`src/rtl/rca_adder_if.sv`:
```
// Bus for the ripple-carry adder: operand/request side plus registered result side.
// The ovf signal only exists when RCA_OVERFLOW_EN is defined.
interface rca_adder_if #(parameter int WIDTH = 4);
   logic             in_valid;
   logic [WIDTH-1:0] A;
   logic [WIDTH-1:0] B;
   logic             c_in;
   logic [WIDTH-1:0] S;
   logic             c_out;
   logic             out_valid;
   logic [WIDTH-1:0] carry;
`ifdef RCA_OVERFLOW_EN
   logic             ovf;
`endif

   // master drives operands and observes results
   modport master (
      output in_valid, A, B, c_in,
`ifdef RCA_OVERFLOW_EN
      input  ovf,
`endif
      input  S, c_out, out_valid, carry
   );

   // slave is the adder itself
   modport slave (
      input  in_valid, A, B, c_in,
`ifdef RCA_OVERFLOW_EN
      output ovf,
`endif
      output S, c_out, out_valid, carry
   );
endinterface

```
`src/rtl/rca_adder.sv`:
```
// Parameterised ripple-carry adder with one registered output stage.
// Sum is built from a chain of full-adder cells, carry rippling LSB to MSB.
// Optional feature: define RCA_OVERFLOW_EN to add the registered signed-overflow flag ovf.

// Single-bit full adder cell
module rca_fa (
   input  logic a,
   input  logic b,
   input  logic ci,
   output logic s,
   output logic co
);
   assign s  = a ^ b ^ ci;
   assign co = (a & b) | (a & ci) | (b & ci);
endmodule

module rca_adder #(
   parameter int WIDTH = 4
) (
   input  logic        clk,
   input  logic        rst_n,
   rca_adder_if.slave  bus
);
   // k[i] is the carry into bit i; k[WIDTH] is the final carry out
   logic [WIDTH:0]   k;
   logic [WIDTH-1:0] s_c;

   logic [WIDTH-1:0] s_q;
   logic [WIDTH-1:0] carry_q;
   logic             vld_q;

   assign k[0] = bus.c_in;

   generate
      for (genvar i = 0; i < WIDTH; i++) begin : g_bit
         rca_fa u_fa (
            .a  (bus.A[i]),
            .b  (bus.B[i]),
            .ci (k[i]),
            .s  (s_c[i]),
            .co (k[i+1])
         );
      end
   endgenerate

   // result registers: capture on in_valid, otherwise hold
   always_ff @(posedge clk or negedge rst_n) begin
      if (!rst_n) begin
         s_q     <= '0;
         carry_q <= '0;
      end else if (bus.in_valid) begin
         s_q     <= s_c;
         carry_q <= k[WIDTH:1];
      end
   end

   // valid flag follows in_valid with one cycle of delay
   always_ff @(posedge clk or negedge rst_n) begin
      if (!rst_n) vld_q <= 1'b0;
      else        vld_q <= bus.in_valid;
   end

   assign bus.S         = s_q;
   assign bus.carry     = carry_q;
   assign bus.c_out     = carry_q[WIDTH-1];
   assign bus.out_valid = vld_q;

`ifdef RCA_OVERFLOW_EN
   logic ovf_q;

   // signed overflow: carry into MSB differs from carry out of MSB
   always_ff @(posedge clk or negedge rst_n) begin
      if (!rst_n)            ovf_q <= 1'b0;
      else if (bus.in_valid) ovf_q <= k[WIDTH-1] ^ k[WIDTH];
   end

   assign bus.ovf = ovf_q;
`endif
endmodule

```
`src/flat_wrapper.sv`:
```
// flat-port wrapper written by rule: the top's interface ports become plain ports
module rca_adder_flat 
#(
   parameter int WIDTH = 4
)
  (clk, rst_n, bus_in_valid, bus_A, bus_B, bus_c_in, bus_S, bus_c_out, bus_out_valid, bus_carry);
  rca_adder_if #(.WIDTH(WIDTH)) bus_i ();
  input  logic clk;
  input  logic rst_n;
  input wire logic [$bits(bus_i.in_valid)-1:0] bus_in_valid;
  input wire logic [$bits(bus_i.A)-1:0] bus_A;
  input wire logic [$bits(bus_i.B)-1:0] bus_B;
  input wire logic [$bits(bus_i.c_in)-1:0] bus_c_in;
  output wire logic [$bits(bus_i.S)-1:0] bus_S;
  output wire logic [$bits(bus_i.c_out)-1:0] bus_c_out;
  output wire logic [$bits(bus_i.out_valid)-1:0] bus_out_valid;
  output wire logic [$bits(bus_i.carry)-1:0] bus_carry;
  assign bus_i.in_valid = bus_in_valid;
  assign bus_i.A = bus_A;
  assign bus_i.B = bus_B;
  assign bus_i.c_in = bus_c_in;
  assign bus_S = bus_i.S;
  assign bus_c_out = bus_i.c_out;
  assign bus_out_valid = bus_i.out_valid;
  assign bus_carry = bus_i.carry;
  rca_adder #(.WIDTH(WIDTH)) u_core (.clk(clk), .rst_n(rst_n), .bus(bus_i));
endmodule
```
`config.mk`:
```
export PLATFORM = sky130hd
export DESIGN_NAME = rca_adder_flat
export DESIGN_NICKNAME = d
export VERILOG_FILES = /design/src/rtl/rca_adder_if.sv /design/src/rtl/rca_adder.sv /design/src/flat_wrapper.sv
export SDC_FILE = /design/constraint.sdc
export NUM_CORES = 1
export LEC_CHECK = 0
export BUFFER_PORTS_ARGS = -buffer_cell sky130_fd_sc_hd__clkbuf_2
export CAP_MARGIN = 20
export CORE_AREA = 5 5 42 44
export DETAILED_ROUTE_END_ITERATION = 8
export DIE_AREA = 0 0 47 49
export RECOVER_POWER = 100
export SLEW_MARGIN = 0
export SYNTH_ARGS = -nofsm -noshare
export SYNTH_HDL_FRONTEND = slang
export SYNTH_SLANG_ARGS = --single-unit
```
`constraint.sdc`:
```
create_clock -name clk -period 0.8 [get_ports clk]
set_input_delay 0.16 -clock clk [delete_from_list [all_inputs] [get_ports clk]]
set_output_delay 0.16 -clock clk [all_outputs]
set_load 0.1 [all_outputs]
```
# == Yosys cells after proc, flatten, opt, wreduce, memory -nomap -nowiden ==
# Index checks and enable logic that the tools add are counted.
# classes
n_bitwise,28
# ops
operator,n
1-bit AND,12
1-bit OR,8
1-bit XOR,8
# totals
ff_bits,9
in_bits,12
out_inout_bits,10
word_cells,31

# == Depth between registers and ports, before layout ==
# depth
word_depth,12
depth_mapped,8
ltp_nobuf,8

# == By module ==
# Synthesis repeated with hierarchy kept, for this count alone.
# unflattened
cells_unflattened,23
hier_area_um2,444.2
# by_module_without_submodules
mod,instances,cells_each,area_each_um2
rca_adder,1,19,364.1
rca_fa,4,1,20.0

# == Worst setup path after synthesis ==
# No wires, ideal clock.
# synth_timing
path_kind,input -> register
startpoint,input bus_c_in
endpoint,register u_core.s_q[3] (netlist: u_core.bus.S[3])
setup_ns,0.078
arrival_time_ns,1.793
t_required_ns,0.722
slack_ns,-1.070
cell_stages,8
n_path_buf,0
cell_sequence,inv_1 -> fa_1 -> inv_1 -> fa_1 -> fa_1 -> inv_1 -> fa_1 -> a21oi_1
# synth_via
elab_chain_cells,10
word_cells_on_any_way,13
cone_classes,bitwise: 13
# synth_rtl
element,line,text
from (decl),flat_wrapper.sv:13,input wire logic [$bits(bus_i.c_in)-1:0] bus_c_in;
1-bit AND,rca_adder.sv:14,assign co = (a & b) | (a & ci) | (b & ci);
1-bit OR,rca_adder.sv:14,
1-bit OR *,rca_adder.sv:14,
via u_core.g_bit[0].u_fa.co,rca_adder.sv:11,output logic co
1-bit AND,rca_adder.sv:14,
1-bit OR,rca_adder.sv:14,
1-bit OR *,rca_adder.sv:14,
via u_core.g_bit[1].u_fa.co,rca_adder.sv:11,
1-bit AND,rca_adder.sv:14,
1-bit OR,rca_adder.sv:14,
1-bit OR *,rca_adder.sv:14,
via u_core.g_bit[2].u_fa.co,rca_adder.sv:11,
1-bit XOR *,rca_adder.sv:13,assign s = a ^ b ^ ci;
to (signal assigned),rca_adder.sv:49,s_q <= '0;
to (signal assigned),rca_adder.sv:52,s_q <= s_c;
to (decl),rca_adder.sv:28,logic [WIDTH-1:0] s_q;
# The timed path passes the listed nets; every way through them passes the cells marked *.
# A chain may end at the register's enable or synchronous reset.

# == Worst setup path in the final report ==
# Same ends and word-level chain as after synthesis.

==> impl.org <==
** Worst setup path
- Crit path DAT :: roughly 1900 ps
- Startpoint kind of the worst setup timing path :: input port
- WS Path Type :: in2reg
- The worst setup path is captured at a flip-flop.
- Count of cells along the worst register-to-register path :: 2
- The endpoint identified for the worst register-to-register timing path is u_core.bus.S[2].
- Register-to-register setup slack :: -190 ps
- Source of the worst register-to-register timing path :: u_core.bus.S[2]
- Crit-path max FO :: 2
- Worst setup startpoint :: bus_c_in
- Critical path data required time :: around 990 ps

** Yosys
- Instance count of the mapped netlist :: 33
- Post-synthesis average cell area :: 13.84 um2
- The synthesized netlist devotes 1.644% of its cell area to simple gates.
- The synthesized design contains 9 register bits.
- The netlist uses 9 different library cells.
- Fraction of the yosys area taken by sequential cells :: 49.32%
- During synthesis, Yosys emitted a total of 0 warnings.
- Of the total synthesized cell area, the portion taken by full adders, half adders and majority gates is around 18%.
- The cell area that synthesis handed to floorplanning was 456.7 um2.
- The synthesized netlist devotes 0% of its cell area to XOR and XNOR gates.
- Multiplexer area fraction after synthesis :: 18.63%
- Number of nets in the synthesized netlist :: 49
- Dominant combinational cell family by area after synthesis :: multiplexers
- The synthesized netlist devotes 2.192% of its cell area to compound gates.

** GRT
- For this run, the total global-route usage over all layers was measured as 9.480%.
- The number of global-route vias before repair is 370.
- Maximum number of pins on one net before global-route repair :: 10
- Global routing finished with a remaining overflow of 0.
- The number of antenna violations at the first check in global routing is 0.
- The first global-routing pass estimated about 1500 um of wire.

** Worst hold path
- Worst Min Path Start :: bus_in_valid
- Hold Path Depth :: 1
- Tightest Hold Check Type :: in2reg
- Endpoint of the worst hold-timing path :: u_core.bus.out_valid

** STA
- Once routing completed, OpenROAD measured the worst setup slack at -894.7 ps.
- Fraction of the cycle the final worst path needs :: 211.8%
- Setup repair after global routing could not meet its margin everywhere.
- Setup violations remaining at the end of the flow were counted as 17.
- Shortest clock period the worst path allows after layout :: between 1500 and 2000 ps
- Final Hold Viols :: 0
- Static timing analysis puts the maximum clock frequency at just under 0.6 GHz.
- Worst Max-Slew Pin Slew :: 494.4 ps
- In the final timing run, aggregate negative setup slack is -6584 ps.
- Pins over their slew limit :: 0
- Worst clock skew on the final layout :: 0 ps
- Slew Limit Headroom :: between 60% and 70%

** Pwr
- In this run the static leakage power is 0.4175 nW.
- Peak VDD IR :: approximately 1.1 mV
- For this design the ratio of total power to cell area is roughly 2500 mW/mm2.

** Floorplan
- Width of the chip :: 47 um
- Pin placement for this block handled 22 I/O pins.
- Cell row count :: 14
- The die covers 0.002303 mm2.
- CORE AREA :: 0.001401 mm2
- Vert. Die Dim :: 49 um
- Initial core utilization :: 32.59%

** Final layout
- With fillers left out, the area of the finished cells amounts to 889.6 um2.
- From synthesis to final layout, the design area changed by 94.79%.
- Once layout is complete, the cells apart from fillers number 80.
- Number of diodes added for antenna fixing :: 0
- After the last flow step, the layout net total stands at 81.
- Layout cell share with drive strength beyond 1 :: roughly 84%

** Status
- Status :: finished, violations left
- The final reports fail on negative setup slack.

** Placed design
- Placed cell count :: 70
- Routability-driven placement finished with a final weighted congestion of 0.7079.
- Detailed-placement wirelength estimate :: 731.6 um
- After detailed placement, the total cell area comes to 783.3 um2.
- OpenSTA, run right after detailed placement, puts the worst setup slack at -1229 ps.
- Number of buffers inserted by port buffering :: 21

** Clock tree
- TritonCTS created 3 clock buffers.
- CTS placed an instance of clkbuf_4 at the clock tree root.
- Clk sinks :: 9
- Clock transition at the register clock pins on the worst setup and hold paths after CTS :: 60 ps
- In this run the deepest clock path goes through 2 buffers.
- The later pin in the worst-skew pair is clocked with a latency of about 250 ps.
- TritonCTS built the clock tree.
- Maximum level of the CTS H-tree :: 1

** Drt
- For this block, the routed nets add up to 905 um of wire.
- Post-route ant nets :: 0
- Drt pass-1 iters :: 2
- Across all layers, the routed design uses ~320 vias.
- Detailed-route wire length per cell :: approximately 11 um
- Drt first-iter violations :: 2
- After detailed routing, the number of vias per cell comes to 4.050.
- After detailed routing, the number of remaining DRC violations is 0.

** Run
- Across the run, the number of max-cap violations was 0.
-- per-stage QoR --
stage / hold slack, ps / util [%] / total power (W)
finish: 249.0 / 63.48 / 0.002219
CTS: 174.7 / 62.05 / 0.002217
detailed placement: 31.54 / 55.89 / 0.001814
floorplan: -135.6 / - / 0.001383
global placement: 33.87 / 55.89 / 0.001805
global route: 266.6 / 63.48 / 0.002330
-- critical path, stage by stage --
cell and delay, ps:
clkbuf_16 130, inv_12 40, fa_2 190, inv_2 40, fa_2 350, fa_2 360, inv_2 60, fa_2 430
a21oi_2 120
-- routing by layer --
metal / track usage [%] / routed length [um] / up-vias
met5: 0 / 0 / -
met4: 4.147 / 0 / 0
met3: 3.321 / 59 / 0
met2: 15.16 / 484 / 10
met1: 10.96 / 362 / 154
li1: - / - / 160
-- registers in the layout, summed over array words and instances, names as in the netlist --
| register | cells |
|---|---|
| u_core.bus.S | 4 |
| u_core.bus.carry | 4 |
| u_core.bus.out_valid | 1 |
-- synth_stat cells, drive strengths merged --
master	n	share of area (%)
a21oi	2	2.2
buf	2	4.1
dfrtp	9	49
fa	4	18
inv	8	6.6
mux2	5	16
mux2i	1	2.2
nor2	2	1.6
-- area by class of cell --
cell class	instances	area, um2
clock buffers	4	26.28
inverters	8	47.55
repair buffers	29	340.3
fillers	116	511.7
multi-input cells	14	200.2
flip-flops and latches	9	255.2
well taps	16	20.02
-- repair_timing --
item                       CTS  global route
setup buffers                3             2
hold buffers                 1             0
pin swaps                    2             1
setup endpoints to repair   18            17
hold endpoints to repair     9             0
gates resized for setup      5             3
-- power by group --
group / leakage [nW] / switching [W] / internal, W
clock network: 0.0150 / 0.000150 / 0.000192
registers: 0.0969 / 0.0000830 / 0.000569
logic: 0.306 / 0.000729 / 0.000496
total: 0.417 / 0.000962 / 0.00126
-- how the worst max path moves through the flow --
stage                       to  cells past startpoint
3_3_place_gp   u_core.bus.S[3]                      9
5_1_grt        u_core.bus.S[3]                      9
6_report       u_core.bus.S[3]                      9
2_1_floorplan  u_core.bus.S[3]                      8
3_5_place_dp   u_core.bus.S[3]                      9
4_1_cts        u_core.bus.S[3]                      9
-- cells by family after synthesis --
group | after synthesis
AND/OR/NAND/NOR | 2
flip-flops | 9
buffers and inverters | 10
AO/OA/AOI/OAI | 2
adder cells (fa/ha/maj) | 4
multiplexers | 6
-- layout by cell type, fill, tap and decap left out, types with 2 or more instances in the layout --
cell type / count
clkbuf_2: 9
dfrtp_4: 8
clkbuf_4: 3
buf_4: 6
nor2_1: 2
buf_12: 10
clkbuf_1: 2
fa_2: 4
inv_2: 3
a21oi_2: 2
mux2_4: 5
inv_1: 3
(Power assumes the default switching activity.)
